**config.mk**
```make
export PLATFORM = sky130hd
export DESIGN_NAME = chip8_keypad
export DESIGN_NICKNAME = d
export VERILOG_FILES = /design/src/rtl/chip8_keypad.sv
export SDC_FILE = /design/constraint.sdc
export NUM_CORES = 1
export LEC_CHECK = 0
export BUFFER_PORTS_ARGS = -buffer_cell sky130_fd_sc_hd__buf_4
export CORE_ASPECT_RATIO = 0.5
export CORE_UTILIZATION = 39
export CTS_BUF_LIST = sky130_fd_sc_hd__clkbuf_16
export DETAILED_ROUTE_END_ITERATION = 12
export REMOVE_ABC_BUFFERS = 1
export SLEW_MARGIN = 20
export SYNTH_ARGS = -nofsm -noshare
export SYNTH_HDL_FRONTEND = slang
export SYNTH_SLANG_ARGS = --single-unit
```
**constraint.sdc**
```tcl
create_clock -name clk_in -period 2.1 [get_ports clk_in]
set_input_delay 0.105 -clock clk_in [delete_from_list [all_inputs] [get_ports clk_in]]
set_output_delay 0.105 -clock clk_in [all_outputs]
set_load 0.05 [all_outputs]
```
**src/rtl/chip8_keypad.sv**
```systemverilog
// chip8_keypad
//   Keypad responder for the CHIP-8 core. Synchronises and debounces the 16
//   hex keys, answers per-key state queries (EX9E / EXA1) and runs the FX0A
//   wait-for-key handshake (fresh press, then release of that key).
//
// Ports
//   clk_in         system clock
//   rst_in         synchronous active-low reset
//   keys_in[15:0]  raw key levels, bit k = hex key k, 1 = pressed (async)
//   req_key_in[4:0] [3:0] key index for state query, [4] wait-for-key request
//   key_state_out  debounced state of key req_key_in[3:0], registered
//   any_key_out    index of the key that completed the last wait
//   valid_key_out  one-cycle pulse: wait complete, any_key_out valid
//   keys_out[15:0] debounced key vector
module chip8_keypad #(
    parameter int unsigned DEBOUNCE_CYCLES = 100000
) (
    input  logic        clk_in,
    input  logic        rst_in,
    input  logic [15:0] keys_in,
    input  logic [4:0]  req_key_in,
    output logic        key_state_out,
    output logic [3:0]  any_key_out,
    output logic        valid_key_out,
    output logic [15:0] keys_out
);

    localparam int unsigned CNT_W = $clog2(DEBOUNCE_CYCLES);

    typedef enum logic [2:0] {
        IDLE,
        WAIT_PRESS,
        WAIT_RELEASE,
        DONE,
        ACK
    } state_t;

    state_t           state;
    logic [15:0]      sync1_q;
    logic [15:0]      sync2_q;
    logic [15:0]      sample_q;
    logic [15:0]      db_q;
    logic [15:0]      new_press;
    logic [CNT_W-1:0] tick_cnt;
    logic             tick;
    logic [3:0]       sel;
    logic [3:0]       first_idx;
    logic             found;

    assign tick      = (tick_cnt == CNT_W'(DEBOUNCE_CYCLES - 1));
    assign new_press = keys_out & ~db_q;

    // Two-flop synchroniser; everything downstream sees only sync2_q.
    always_ff @(posedge clk_in) begin
        if (!rst_in) begin
            sync1_q <= '0;
            sync2_q <= '0;
        end else begin
            sync1_q <= keys_in;
            sync2_q <= sync1_q;
        end
    end

    always_ff @(posedge clk_in) begin
        if (!rst_in) begin
            tick_cnt <= '0;
        end else if (tick) begin
            tick_cnt <= '0;
        end else begin
            tick_cnt <= tick_cnt + 1'b1;
        end
    end

    // A level is accepted only when two consecutive tick samples agree.
    always_ff @(posedge clk_in) begin
        if (!rst_in) begin
            sample_q <= '0;
            keys_out <= '0;
        end else if (tick) begin
            sample_q <= sync2_q;
            for (int unsigned i = 0; i < 16; i++) begin
                if (sync2_q[i] == sample_q[i]) begin
                    keys_out[i] <= sync2_q[i];
                end
            end
        end
    end

    always_ff @(posedge clk_in) begin
        if (!rst_in) begin
            db_q          <= '0;
            key_state_out <= 1'b0;
        end else begin
            db_q          <= keys_out;
            key_state_out <= keys_out[req_key_in[3:0]];
        end
    end

    // Lowest-index new press wins when several arrive together.
    always_comb begin
        first_idx = '0;
        found     = 1'b0;
        for (int unsigned i = 0; i < 16; i++) begin
            if (new_press[i] && !found) begin
                first_idx = 4'(i);
                found     = 1'b1;
            end
        end
    end

    // valid_key_out is raised on entry to DONE and dropped on leaving it,
    // so it is high exactly while the FSM sits in DONE.
    always_ff @(posedge clk_in) begin
        if (!rst_in) begin
            state         <= IDLE;
            sel           <= '0;
            any_key_out   <= '0;
            valid_key_out <= 1'b0;
        end else begin
            valid_key_out <= 1'b0;
            case (state)
                IDLE: begin
                    if (req_key_in[4]) begin
                        state <= WAIT_PRESS;
                    end
                end
                WAIT_PRESS: begin
                    if (!req_key_in[4]) begin
                        state <= IDLE;
                    end else if (found) begin
                        sel   <= first_idx;
                        state <= WAIT_RELEASE;
                    end
                end
                WAIT_RELEASE: begin
                    if (!req_key_in[4]) begin
                        state <= IDLE;
                    end else if (!keys_out[sel]) begin
                        state         <= DONE;
                        valid_key_out <= 1'b1;
                        any_key_out   <= sel;
                    end
                end
                DONE: begin
                    state <= ACK;
                end
                ACK: begin
                    if (!req_key_in[4]) begin
                        state <= IDLE;
                    end
                end
                default: begin
                    state <= IDLE;
                end
            endcase
        end
    end

endmodule

```
* After elaboration in Yosys (flattened, before gate mapping)
Index checks and enable logic that the tools add are counted.
** Storage, ports and cells
- Register bits :: 110
- Bits in latches :: 0
- RAM bits :: 0
- ROM bits :: 0
- Input port bits :: 23
- Output and inout bits :: 22
- Logic and storage cells :: 153
- Memories :: 0
** Operators by class
- $add $sub $neg :: 1
- Multipliers :: 0
- Div/mod/pow operators :: 0
- Order comparisons :: 2
- Equality and inequality tests :: 25
- Shift operators :: 0
- Multiplexer cells :: 43
- Bitwise logic cells :: 4
- Reduce and logical (&&, ||, !) cells :: 52
** Operators by type and width (number)
- two-way mux 4 bit :: 14
- AND reduction 2 bit :: 16
- two-way mux 1 bit :: 20
- two-way mux 3 bit :: 6
- adder 17 x 1 -> 17 bit, second input constant :: 1
- == test 17 bit, second input constant :: 1
- AND 16 bit :: 1
- == test 1 bit :: 16
- inverter 16 bit :: 1
- logical AND 1 bit :: 15
- logical NOT 1 bit :: 15
- one-hot mux 3 bit (5 select lines) :: 1
- less-than comparator 4 x 5 -> 1 bit, second input constant :: 2
- AND reduction 3 bit :: 3
- binary-select mux 1 bit (select 4 bit) :: 2
- == test 3 x 2 -> 1 bit, second input constant :: 2
- inequality test 3 bit, second input constant :: 2
- inequality test 2 bit, second input constant :: 2
- AND reduction 4 bit :: 1
- == test 3 x 1 -> 1 bit, second input constant :: 1
- == test 3 bit, second input constant :: 1
- logical NOT 3 bit :: 1
- inverter 1 bit :: 2
- OR reduction 2 bit :: 1

* Longest topological paths before layout
- Depth after elaboration :: 51
- Mapped depth :: 8
- Gate-level depth less buffers :: 6

* Worst setup path before layout
Ideal clock, no wire load.
- Kind :: reg-to-reg
- Start point :: register keys_out[0]
- End point :: register state[0]
- Library setup time :: 0.086 ns
- Arrival time :: 2.324 ns
- Required time :: 2.014 ns
- Slack :: -0.310 ns
- Stages on the path, launching flop included :: 6
- Buffers on the path :: 0
- Clock period less this slack :: 2.410 ns
- Path through :: dfxtp_1 nor2b_1 or4_4 or4_4 or3_1 a221oi_2
** Between the ends
- Cells in the longest elaborated chain, start to end :: 49
- Elaborated cells on any way between the ends :: 52
- Those cells by class :: 2 x eq/ne; 18 x mux; 1 x bitwise; 31 x reduce/logical
** Ends and longest elaborated chain
- start, declared :: RTL line 25 : output logic [15:0] keys_out
- start signal, assigned by index :: RTL line 83 : keys_out[i] <= sync2_q[i];
- AND 16 bit :: RTL line 51 : assign new_press = keys_out & ~db_q;
- two-way mux 1 bit :: RTL line 104 : if (new_press[i] && !found) begin
- logical NOT 1 bit :: RTL line 104
- logical AND 1 bit :: RTL line 104
- two-way mux 1 bit :: RTL line 104
- logical NOT 1 bit :: RTL line 104
- logical AND 1 bit :: RTL line 104
- two-way mux 1 bit :: RTL line 104
- [... 33 more ...]
- logical NOT 1 bit :: RTL line 104
- logical AND 1 bit :: RTL line 104
- two-way mux 1 bit :: RTL line 104
- logical NOT 1 bit :: RTL line 104
- logical AND 1 bit :: RTL line 104
- two-way mux 1 bit :: RTL line 104
- inequality test 3 bit (no source line)
- AND reduction 4 bit (no source line) (*)
- end signal, assigned :: RTL line 115 : state <= IDLE;
- end signal, assigned :: RTL line 124 : state <= WAIT_PRESS;
- end signal, assigned :: RTL line 129 : state <= IDLE;
- end, declared :: RTL line 38 : state_t state;
Every way passes the cells marked *; elsewhere a longest branch is shown, timed or not. The select of a mux whose other input is x is not followed.
A chain may end at the register's enable or synchronous reset.

* Worst setup path after layout
- Start point :: register keys_out[0]
- End point :: register sel[1]
** Between the ends
- Cells in the longest elaborated chain, start to end :: 48
- Elaborated cells on any way between the ends :: 62
- Those cells by class :: 30 x mux; 1 x bitwise; 31 x reduce/logical
** Ends and longest elaborated chain
- AND 16 bit (*) :: RTL line 51
- two-way mux 1 bit (*) :: RTL line 104
- logical NOT 1 bit :: RTL line 104
- logical AND 1 bit :: RTL line 104
- two-way mux 1 bit (*) :: RTL line 104
- logical NOT 1 bit :: RTL line 104
- logical AND 1 bit :: RTL line 104
- two-way mux 1 bit :: RTL line 104
- [... 32 more ...]
- two-way mux 1 bit :: RTL line 104
- logical NOT 1 bit :: RTL line 104
- logical AND 1 bit :: RTL line 104
- two-way mux 1 bit :: RTL line 104
- logical NOT 1 bit :: RTL line 104
- logical AND 1 bit :: RTL line 104
- two-way mux 1 bit :: RTL line 104
- AND reduction 3 bit (no source line)
- end signal, assigned :: RTL line 131 : sel <= first_idx;
- end, declared :: RTL line 46 : logic [3:0] sel;
Every way passes the cells marked *; elsewhere a longest branch is shown, timed or not.

==> out/metrics.csv <==
metric,value,unit
synthesized cell area,0.00431,mm²
"Core Util, Final",0.525,
Detail Placement HPWL,5950,µm
drt drc,0,
Clock Skews,0.00641,ns
die area,0.0115,mm²
CTS tree,done,
clk sink count,110,
Max Clk Rate,459,MHz
PortBufs,44,
Synth area leaders,"dfxtp_1, and2_1, nand2_1",
top_reg_cell synth,dfxtp_1,
post-route clock period utilization,1.04,
Worst-path clk slew,0.07,ns
Synth Register Bits,110,
Filler Cell Count,980,
Mean Syn Cell Area,9.65,µm²
most common cell in the netlist,dfxtp_1,
Multi-input gate area,0.00207,mm²
Post-Route WL,8590,µm
gr usage total,0.164,
M1 GR Usage,0.228,
Initial Util,0.412,
Pre-Repair DR Iteration Count,4,
first-pass GRT wire length,14700,µm
core area,0.0105,mm²
Reg power frac,0.547,
Tmin final,2.18,ns
status,finished with violations,
R2R depth,5,
Cell variety after synth,41,
diode count,0,
HP Class,primary input to register,
Critical Path AT,2.42,ns
Synth top area share,0.511,
register area,0.00220,mm²
Gate power share,0.039,
DR iter-0 viols,139,
internal power,3110,µW
placed insts,640,
Switch Pwr,789,µW
Synth top cells by count,"dfxtp_1, nand2_1, and2_1, nor2_1",
Via density,4.91,
row cnt,26,
routability cong.,0.800,
drt wl/cell,12.8,µm
Least-Margin Pin Slew,0.383,ns
slew margin rel.,0.742,
worst skew pair latency,0.34,ns
Post-synth ARST share,0,
crit path kind,register to register,
Pwr Density,710,mW/mm²
grt peak-use layer,met2,
vias in the first global route,2998,
synthesis-to-finish area growth,27.5,%
reg2reg start,keys_out[0],
largest net degree at the start of global routing,36,
GR met3 Demand/Resource,0.0557,
failing checks,negative setup slack,
r2r endpoint,sel[1],
met2 Track Usage GR,0.238,
grt ovf,0,
final hold violation count,0,
maximum fanout along the worst path,4,
switch share,0.202,
cell taking the most area after synthesis,dfxtp_1,
antenna-violating nets left,0,
setup TNS,-0.243,ns
startpoint type of the worst setup path,register,
max cap viols,0,
Min-Delay Endpoint,sample_q[11],
Die Y,76.4,µm
Worst EP required,2.34,ns
Post-synth EDFFs,0,
via count,3306,
Final Non-Filler Cells,673,
unrepaired setup endpoints after global routing,yes,
Synth Instances,447,
Final WS setup,-0.0770,ns
final setup vio count,4,
share of layout cells above drive strength 1,0.203,
clk root buf,clkbuf_16,
R2R Setup Slk,-0.08,ns
Slew Limit Fails,0,
initial antenna violation count,0,
Max clock buf depth,2,
top-level I/O count,45,
CP Capture Type,register,
hold path start,rst_in,
die width,151,µm
"Seq/Total Area, Yosys",0.511,
htree depth,3,
Yosys warning total,0,
Hold Path Cell Cnt,2,
Final nets,552,
total CTS buffers,9,
clock power share,0.414,
maximum vdd drop,0.431,mV
Leakage,0.00217,µW
[per-stage QoR]
step	power (µW)	hold WS [ns]	instance area (µm²)	setup WS [ns]
floorplan	2220	0.222	4230	-0.429
global placement	2310	0.312	5000	-0.0220
detailed placement	2310	0.316	5000	-0.0580
CTS	3980	0.150	5450	-0.0602
global route	4090	0.153	5500	-0.162
finish	3900	0.154	5500	-0.0770
[cell families after synthesis]
logic type / Yosys count / share of synthesized area
buffers and inverters: 23 / 0.0200
flip-flops: 110 / 0.511
multiplexers: 14 / 0.0621
adder cells (fa/ha/maj): 1 / 0.00290
AO/OA/AOI/OAI: 87 / 0.134
AND/OR/NAND/NOR: 197 / 0.239
XOR/XNOR: 15 / 0.0305
[critical path: stages, from the launching register on]
cell	delay [ns]
dfxtp_2	0.32
nor2b_4	0.12
or4_4	0.53
or4_4	0.58
o21a_4	0.26
o221a_4	0.27
[registers in the layout, summed over array words and instances (netlist names)]
register       cells
keys_out          16
sel                4
any_key_out        4
db_q              16
state              3
sample_q          16
key_state_out      1
valid_key_out      1
tick_cnt          17
sync2_q           16
sync1_q           16
[how the worst max path moves through the flow]
stage                      startpoint            to  slack, ns  cells past startpoint
after floorplan           tick_cnt[0]  tick_cnt[10]      -0.43                      6
after global placement    keys_out[7]      state[0]      -0.02                      5
after detailed placement  keys_out[7]        sel[2]      -0.06                      5
after CTS                 keys_out[1]      state[0]      -0.06                      5
after global routing      keys_out[0]      state[0]      -0.16                      5
final                     keys_out[0]        sel[1]      -0.08                      5
[power groups by stage]
stage                     Clock (µW)  Combinational [µW]  Sequential, µW
after global routing            1780                 171            2140
after global placement             0                 129            2180
final                           1620                 153            2140
after floorplan                    0                42.2            2180
after detailed placement           0                 130            2180
after CTS                       1690                 154            2140
[final cells by class]
class,instances,share of cell area
tap,140,0.0319
multi-input combinational,314,0.376
timing repair buffer,91,0.138
inverter,2,0.00137
clock buffer,9,0.0410
sequential,110,0.401
clock inverter,7,0.0102
[repair_timing]
item / 4_1_cts / 5_1_grt
endpoints found under the hold margin: 16 / 0
resized for setup: 1 / 8
setup buffers: 0 / 1
pin swaps: 1 / 3
endpoints found under the setup margin: 4 / 5
hold buffers: 16 / 0
[layout by cell type (no fill, tap or decap), types with 5 or more instances in the layout]
cell type	instances
nor2_1	27
nand2b_1	8
o21ai_0	21
and3_1	5
nor2b_1	13
buf_4	72
clkbuf_16	9
nand4_1	8
o211ai_1	16
dfxtp_1	108
xnor2_1	7
nand2_1	66
a21oi_1	20
mux4_2	5
xor2_1	8
dlygate4sd3_1	16
and2_1	50
a21boi_0	16
mux2i_1	5
[metal layers]
metal	up-vias	wire [µm]
met5	-	0
met4	0	89
met3	7	409
met2	52	3640
met1	1542	4450
li1	1705	-
No activity file was read; power rests on OpenSTA's default activity.
